==> config.mk <==
export PLATFORM = sky130hd
export DESIGN_NAME = cdb_arbiter
export DESIGN_NICKNAME = d
export VERILOG_FILES = /design/src/rtl/cdb_arbiter.sv
export SDC_FILE = /design/constraint.sdc
export NUM_CORES = 1
export LEC_CHECK = 0
export CELL_PAD_IN_SITES_DETAIL_PLACEMENT = 1
export CELL_PAD_IN_SITES_GLOBAL_PLACEMENT = 1
export CORE_MARGIN = 1.5
export CORE_UTILIZATION = 29
export DETAILED_ROUTE_END_ITERATION = 10
export PLACE_DENSITY_LB_ADDON = 0.25
export SLEW_MARGIN = 10
export SYNTH_ARGS = -nofsm -noshare
export SYNTH_HDL_FRONTEND = slang
export SYNTH_SLANG_ARGS = --single-unit
==> constraint.sdc <==
create_clock -name clock -period 9.25 [get_ports clock]
set_clock_uncertainty 0.2 [all_clocks]
set_input_delay 2.775 -clock clock [delete_from_list [all_inputs] [get_ports clock]]
set_output_delay 2.775 -clock clock [all_outputs]
set_load 0.02 [all_outputs]
==> src/rtl/cdb_arbiter.sv <==
// rtl/cdb_arbiter.sv - round-robin common-data-bus arbiter with branch-mask squash
//
// Purpose: picks one functional-unit result per cycle in round-robin order,
// registers it, and broadcasts it on the CDB one cycle later. Results whose
// branch mask hits a mispredicting branch are squashed before arbitration
// and again during the broadcast cycle.
//
// Ports:
//   clock         sole clock, posedge
//   reset         asynchronous, active-low
//   fu_valid      per-FU request
//   fu_result     per-FU result packet (result, completing_reg, valid)
//   fu_bm         per-FU branch mask of the offered result
//   b_mm_resolve  one-hot resolving branch bit, zero when none
//   b_mm_mispred  resolving branch mispredicted
//   fu_grant      combinational one-hot (or zero) consume strobe per FU
//   cdb_valid     broadcast valid this cycle
//   cdb_packet    registered broadcast packet
//   cdb_bm        registered branch mask of the broadcast

package cdb_arbiter_pkg;
   localparam int XLEN  = 32;
   localparam int REG_W = 6;
   localparam int BM_W  = 4;

   typedef logic [BM_W-1:0] b_mask_t;

   typedef struct packed {
      logic [XLEN-1:0]  result;
      logic [REG_W-1:0] completing_reg;
      logic             valid;
   } cdb_reg_packet_t;
endpackage

module cdb_arbiter
   import cdb_arbiter_pkg::*;
#(
   parameter int NUM_FU = 4
) (
   input  logic                clock,
   input  logic                reset,
   input  logic [NUM_FU-1:0]   fu_valid,
   input  cdb_reg_packet_t     fu_result [NUM_FU],
   input  b_mask_t             fu_bm     [NUM_FU],
   input  b_mask_t             b_mm_resolve,
   input  logic                b_mm_mispred,
   output logic [NUM_FU-1:0]   fu_grant,
   output logic                cdb_valid,
   output cdb_reg_packet_t     cdb_packet,
   output b_mask_t             cdb_bm
);

   localparam int PTR_W = (NUM_FU > 1) ? $clog2(NUM_FU) : 1;

   logic [PTR_W-1:0] rr_ptr_q, rr_ptr_d;
   logic             valid_q, valid_d;
   cdb_reg_packet_t  packet_q, packet_d;
   b_mask_t          bm_q, bm_d;

   logic [NUM_FU-1:0] eligible;
   logic              any_grant;
   logic [PTR_W-1:0]  grant_idx;

   // A result is squashed before arbitration when it depends on the
   // branch that is resolving as mispredicted this cycle.
   always_comb begin
      eligible = '0;
      for (int i = 0; i < NUM_FU; i++) begin
         eligible[i] = fu_valid[i] & ~(b_mm_mispred & (|(fu_bm[i] & b_mm_resolve)));
      end
   end

   // Scan rr_ptr, rr_ptr+1, ... with wrap; first eligible index wins.
   always_comb begin
      logic [PTR_W:0] sum;
      logic [PTR_W-1:0] idx;
      any_grant = 1'b0;
      grant_idx = '0;
      sum       = '0;
      idx       = '0;
      for (int k = 0; k < NUM_FU; k++) begin
         sum = {1'b0, rr_ptr_q} + (PTR_W+1)'(k);
         if (sum >= (PTR_W+1)'(NUM_FU)) begin
            sum = sum - (PTR_W+1)'(NUM_FU);
         end
         idx = sum[PTR_W-1:0];
         if (!any_grant && eligible[idx]) begin
            any_grant = 1'b1;
            grant_idx = idx;
         end
      end
   end

   // Grant is suppressed while reset is held so nothing is consumed
   // by an FU during an asynchronous reset window.
   always_comb begin
      fu_grant = '0;
      if (any_grant && reset) begin
         fu_grant[grant_idx] = 1'b1;
      end
   end

   always_comb begin
      valid_d  = any_grant;
      packet_d = packet_q;
      bm_d     = bm_q;
      rr_ptr_d = rr_ptr_q;
      if (any_grant) begin
         packet_d = fu_result[grant_idx];
         // The resolving branch is known-correct or this result would have
         // been squashed, so its bit no longer applies to the broadcast.
         bm_d     = fu_bm[grant_idx] & ~b_mm_resolve;
         rr_ptr_d = (grant_idx == PTR_W'(NUM_FU - 1)) ? '0 : grant_idx + PTR_W'(1);
      end
   end

   always_ff @(posedge clock or negedge reset) begin
      if (!reset) begin
         rr_ptr_q <= '0;
         valid_q  <= 1'b0;
         packet_q <= '0;
         bm_q     <= '0;
      end else begin
         rr_ptr_q <= rr_ptr_d;
         valid_q  <= valid_d;
         packet_q <= packet_d;
         bm_q     <= bm_d;
      end
   end

   // A registered broadcast can still be killed by a branch resolving in
   // its broadcast cycle; the stored mask itself is left untouched.
   assign cdb_valid  = valid_q & ~(b_mm_mispred & (|(bm_q & b_mm_resolve)));
   assign cdb_packet = packet_q;
   assign cdb_bm     = bm_q;

endmodule

# --- Word level (Yosys, flattened, before mapping) ---
# Index checks and enable logic that the tools add are counted.
totals:
  reg_bits: 46
  output_inout_bits: 48
  elab_cells: 92
classes:
  addsub: 8
  magnitude_cmp: 11
  eq_ne: 1
  mux: 30
  bitwise_logic: 23
  n_reduce_logical: 13
ops:
  columns: ["cell", "count"]
  rows:
  - ["$bmux 39 s2", 1]
  - ["$mux 39", 2]
  - ["$and 4x4->4", 6]
  - ["$reduce_or 4->1", 5]
  - ["$mux 2", 9]
  - ["$lt 2x3->1 const B", 5]
  - ["$ge 3x3->1 const B", 4]
  - ["$mux 4", 3]
  - ["$and 1x1->1", 10]
  - ["$mux 1", 9]
  - ["$bmux 1 s2", 4]
  - ["$bmux 4 s2", 1]
  - ["$sub 2x1->2 const B", 4]
  - ["$add 2x2->3 const B", 2]
  - ["$logic_and 1x1->1", 5]
  - ["$not 1->1", 5]
  - ["$not 4->4", 1]
  - ["$add 2x1->3 const B", 1]
  - ["$ge 2x3->1 const B", 1]
  - ["$logic_not 1->1", 3]
  - ["$not 2->3", 1]
  - ["$add 2x1->2 const B", 1]
  - ["$demux 1 s2", 1]
  - ["$eq 2x2->1 const B", 1]
  - ["$ge 2x1->1 const B", 1]

# --- Depth between registers and ports, before layout ---
depth:
  depth_word: 22
  ltp_mapped: 10
  depth_no_buf: 8

# --- Worst setup path before layout ---
# OpenSTA, ideal clock, no wires.
synth_timing:
  kind: "input port to output port"
  start: "in fu_bm[4] in the netlist's numbering"
  end: "out fu_grant[1]"
  t_arrival_ps: 4446
  t_required_ps: 6275
  slack_ps: 1829
  path_stages: 9
  path_cell_list: "a22o_1 > o21ai_2 > nand2_2 > a221oi_4 > buf_6 > buf_8 > inv_2 > ha_1 > and3_1"
synth_between:
  elab_chain_cells: 22
  word_cells_on_any_way: 34
  classes_between: "order compare: 2; mux: 19; bitwise: 4; reduce/logical: 9"
synth_rtl:
  columns: ["item", "line", "source"]
  rows:
  - ["start, declared", "44", "input b_mask_t fu_bm [NUM_FU],"]
  - ["$and 4x4->4 (*)", "69", "eligible[i] = fu_valid[i] & ~(b_mm_mispred & (|(fu_bm[i] & b_mm_resolve)));"]
  - ["$reduce_or 4->1 (*)", "69", null]
  - ["$and 1x1->1 (*)", "69", null]
  - ["$not 1->1 (*)", "69", null]
  - ["$and 1x1->1 (*)", "69", null]
  - ["$bmux 1 s2", "87", "if (!any_grant && eligible[idx]) begin"]
  - ["$mux 1 (not written as such)", "87", null]
  - ["$mux 1", "87", null]
  - ["[6 not listed]", null, null]
  - ["$logic_not 1->1", "87", null]
  - ["$logic_and 1x1->1", "87", null]
  - ["$mux 2", "87", null]
  - ["$lt 2x3->1 (not written as such) or $ge 2x1->1 (tied branches)", "99", "fu_grant[grant_idx] = 1'b1;"]
  - ["$logic_and 1x1->1 (not written as such)", "99", null]
  - ["$mux 1 (not written as such)", "99", null]
  - ["$demux 1 s2", "99", null]
  - ["$mux 4 (*)", "98", "if (any_grant && reset) begin"]
  - ["end, declared", "47", "output logic [NUM_FU-1:0] fu_grant,"]
# Mark *: on every way between the ends. The rest lies on a longest branch, timed or not. The select of a mux whose other input is x is not followed.

# --- Worst setup path in the final report ---
layout_timing:
  start: "in b_mm_resolve[2]"
  end: "out fu_grant[1]"
layout_between:
  elab_chain_cells: 22
  word_cells_on_any_way: 49
  classes_between: "order compare: 2; mux: 19; bitwise: 16; reduce/logical: 12"
layout_rtl:
  columns: ["item", "line", "source"]
  rows:
  - ["start, declared", "45", "input b_mask_t b_mm_resolve,"]
  - ["$and 4x4->4", "69", null]
  - ["$reduce_or 4->1", "69", null]
  - ["$and 1x1->1", "69", null]
  - ["$not 1->1", "69", null]
  - ["$and 1x1->1", "69", null]
  - ["$bmux 1 s2", "87", null]
  - ["$mux 1 (not written as such)", "87", null]
  - ["$mux 1", "87", null]
  - ["[6 not listed]", null, null]
  - ["$logic_not 1->1", "87", null]
  - ["$logic_and 1x1->1", "87", null]
  - ["$mux 2", "87", null]
  - ["$lt 2x3->1 (not written as such) or $ge 2x1->1 (tied branches)", "99", null]
  - ["$logic_and 1x1->1 (not written as such)", "99", null]
  - ["$mux 1 (not written as such)", "99", null]
  - ["$demux 1 s2", "99", null]
  - ["$mux 4 (*)", "98", null]
# Marks and branches as above.

==> results.md <==
- Commonest non-fill, non-tap cell in the layout: clkdlybuf4s50_1
- Die Footprint: 12700 um^2
- Effective utilization at floorplan: 30.2%
- Maximum buffer depth of the clock tree: 2
- Largest vdd supply drop: 163 uV
- Synthesized area per cell: 11.7 um^2
- Clock-pin slew on the worst setup and hold paths: 0.07 ns
- Number of design-rule violations left by the first detailed-router iteration: 77
- Final Core Density: 51.6%
- Count of final hold-check violations: 0
- Post-detailed-placement half-perimeter wirelength: 9740 um
- Antenna diode instance count: 0
- Number of antenna violations at the first check in global routing: 0
- Critical Path End Type: primary output
- Count of max-cap constraint violations: 0
- Die height: 113 um
- Vias after detailed routing: 3394
- Worst path required time: 6.28 ns
- Internal: 0.000878 W
- Root Buffer Master: clkbuf_16
- Number of gates given a new drive strength after cts: 0
- Total gr overflow: 0
- Largest driver fanout on the critical path: 10
- CTS tree: yes
- Sw Share: 40.9%
- Total standard cell area after synthesis: 3500 um^2
- Setup fix buffers added after clock tree synthesis: 0
- Commonest non-fill, non-tap cells in the layout: clkdlybuf4s50_1, mux2i_1, dfrtp_1
- Proportion of netlist area held by the largest area contributor: 32.9%
- Leak pwr: 2.37 nW
- Result of the run: complete, no violations
- Net count after synthesis: 486
- WL final: 12800 um
- Seq pwr share: 23.6%
- Placer Congestion: 0.868
- Seq/Total Area, Yosys: 32.9%
- TritonCTS sink count: 46
- Fraction of power consumed by combinational cells: 62.6%
- Number of distinct standard cells referenced by the synthesized netlist: 39
- Number of buffers added by the clock tree synthesis step: 5
- Fin crit share: 91.3%
- Synth-to-Final Area Change: 70.7%
- Slew margin rel.: 40.8%
- Slew of the pin with the lowest slew margin: 0.888 ns
- Number of global-route vias before repair: 3853
- Min Clock Period, post-route: 8.44 ns
- Total power density per cell area: 249 nW/um^2
- Hold buffer count at CTS: 0
- Site Rows: 39
- Overall die width: 113 um
- Final antenna-violating net count: 0
- Post-synthesis cell type with the largest combined area: dfrtp_1
- Cell count after synthesis: 299
- Wire length of the first global-routing pass: 20000 um
- Fraction of layout cells with a size suffix above 1: 13.3%
- Syn. warnings: 0
- Worst min path class: flop to flop
- Worst skew pair latency: 0.28 ns
- Area of the core: 11600 um^2
- Total count of max-transition violations in the final report: 0
- Total of flip-flops plus latches after synthesis: 46
- DRC errors left: 0
- Wirelength per Cell: 19.3 um
- Total track usage: 19.8%
- Port buffer count: 230
- Power dissipated by switching net loads: 0.000609 W
- Final setup violation count: 0
- Unrepaired setup endpoints after global routing: no
- I/O pin count: 231
- Cell area after placement: 5800 um^2
- First-pass iteration count of the detailed router: 4
- Pin count of the biggest net entering global routing: 51
- Critical path startpoint category: input pin
- Critical setup path kind: input pin to primary output
- Clock share of power: 13.8%
- Most area-consuming cells after synthesis: dfrtp_1, mux2i_1, a221oi_2, nor2_1, buf_6
- Deepest level of the CTS H-tree: 2
- Data arrival time of the critical path: 5.47 ns
- Finished Cell Area: 5970 um^2
- Via count normalized by instance count: 5.12
- Final-layout setup total negative slack: 0 ns
- Achievable clock frequency: 118 MHz
- Final nets: 706
[registers in the layout, indices dropped and copies added (netlist names)]
signal	flops
valid_q	1
rr_ptr_q	2
cdb_packet	39
cdb_bm	4
[cells by family (layout without fill, tap and decap cells)]
| logic type | count (synthesis) | after routing | share of synthesized area (%) |
|---|---|---|---|
| buf+inv | 31 | 252 | 7.55 |
| mux | 90 | 90 | 25.8 |
| compound gates | 70 | 70 | 24.9 |
| simple gates | 58 | 58 | 7.37 |
| flops | 46 | 46 | 32.9 |
| fa+ha+maj | 4 | 4 | 1.43 |
[per-layer routing]
metal | track usage (%) | wire length (um) | vias to the layer above
met1 | 23.2 | 5190 | 1622
met4 | 5.82 | 221 | 0
met2 | 35.2 | 6090 | 164
met5 | 0 | 0 | -
met3 | 5.84 | 1270 | 14
li1 | - | - | 1594
[stage by stage]
| stage | worst slack, ns | std cells | hold WS (ns) | power [W] |
|---|---|---|---|---|
| after global routing | 0.651 | 663 | 0.396 | 0.00158 |
| after CTS | 0.819 | 663 | 0.362 | 0.00151 |
| final | 0.806 | 663 | 0.350 | 0.00149 |
| after floorplan | 1.83 | 299 | 0.363 | 0.000953 |
| after detailed placement | 0.829 | 655 | 0.338 | 0.00130 |
| after global placement | 0.917 | 655 | 0.346 | 0.00128 |
[cell type report]
| cell class | instances | area, um^2 |
|---|---|---|
| Timing Repair Buffer | 236 | 2340 |
| Inverter | 8 | 31.3 |
| Clock inverter | 2 | 37.5 |
| Multi-Input combinational cell | 222 | 2100 |
| Fill cell | 1254 | 5600 |
| Sequential cell | 46 | 1150 |
| Clock buffer | 6 | 129 |
| Tap cell | 143 | 179 |
[path summary, 6_finish.rpt]
| check | end | depth (start not counted) | slack, ns | from |
|---|---|---|---|---|
| worst min-delay path | cdb_bm[2] | 1 | 0.35 | cdb_bm[2] |
| max in group asynchronous | cdb_packet[4] | 2 | 6.00 | reset |
| min in group asynchronous | cdb_bm[2] | 2 | 2.39 | reset |
| worst max-delay path | fu_grant[1] | 8 | 0.81 | b_mm_resolve[2] |
| worst min register to register | cdb_bm[2] | 1 | 0.35 | cdb_bm[2] |
| worst max register to register | cdb_packet[12] | 8 | 5.96 | rr_ptr_q[0] |
[synth_stat cells (all sizes together)]
| cell type | n |
|---|---|
| and2 | 1 |
| clkinv | 1 |
| dfrtp | 46 |
| o2bb2ai | 2 |
| inv | 7 |
| mux2i | 90 |
| a21oi | 1 |
| and4 | 1 |
| and3 | 5 |
| dlymetal6s2s | 1 |
| o211ai | 2 |
| clkbuf | 2 |
| ha | 4 |
| a22oi | 7 |
| a221oi | 40 |
| nor2 | 44 |
| buf | 20 |
| a31oi | 3 |
| a22o | 8 |
| nand2b | 2 |
| o21a | 1 |
| a21boi | 3 |
| o21ai | 3 |
| nand2 | 5 |
[critical path, cell delays in order]
cell and delay (ns):
clkdlybuf4s50_1 0.60, a22oi_1 0.16, a21boi_2 0.22, nand2b_1 0.26, and4_1 0.53, clkinv_2 0.17
and3_1 0.22, clkdlybuf4s50_1 0.53
[power by group through the flow]
stage	sequential [W]	combinational (W)	clock, W
after floorplan	0.000457	0.000496	0
final	0.000350	0.000931	0.000206
after CTS	0.000351	0.000947	0.000213
after detailed placement	0.000353	0.000944	0
after global routing	0.000362	0.000993	0.000221
after global placement	0.000348	0.000934	0
No activity file was read; power rests on OpenSTA's default activity.
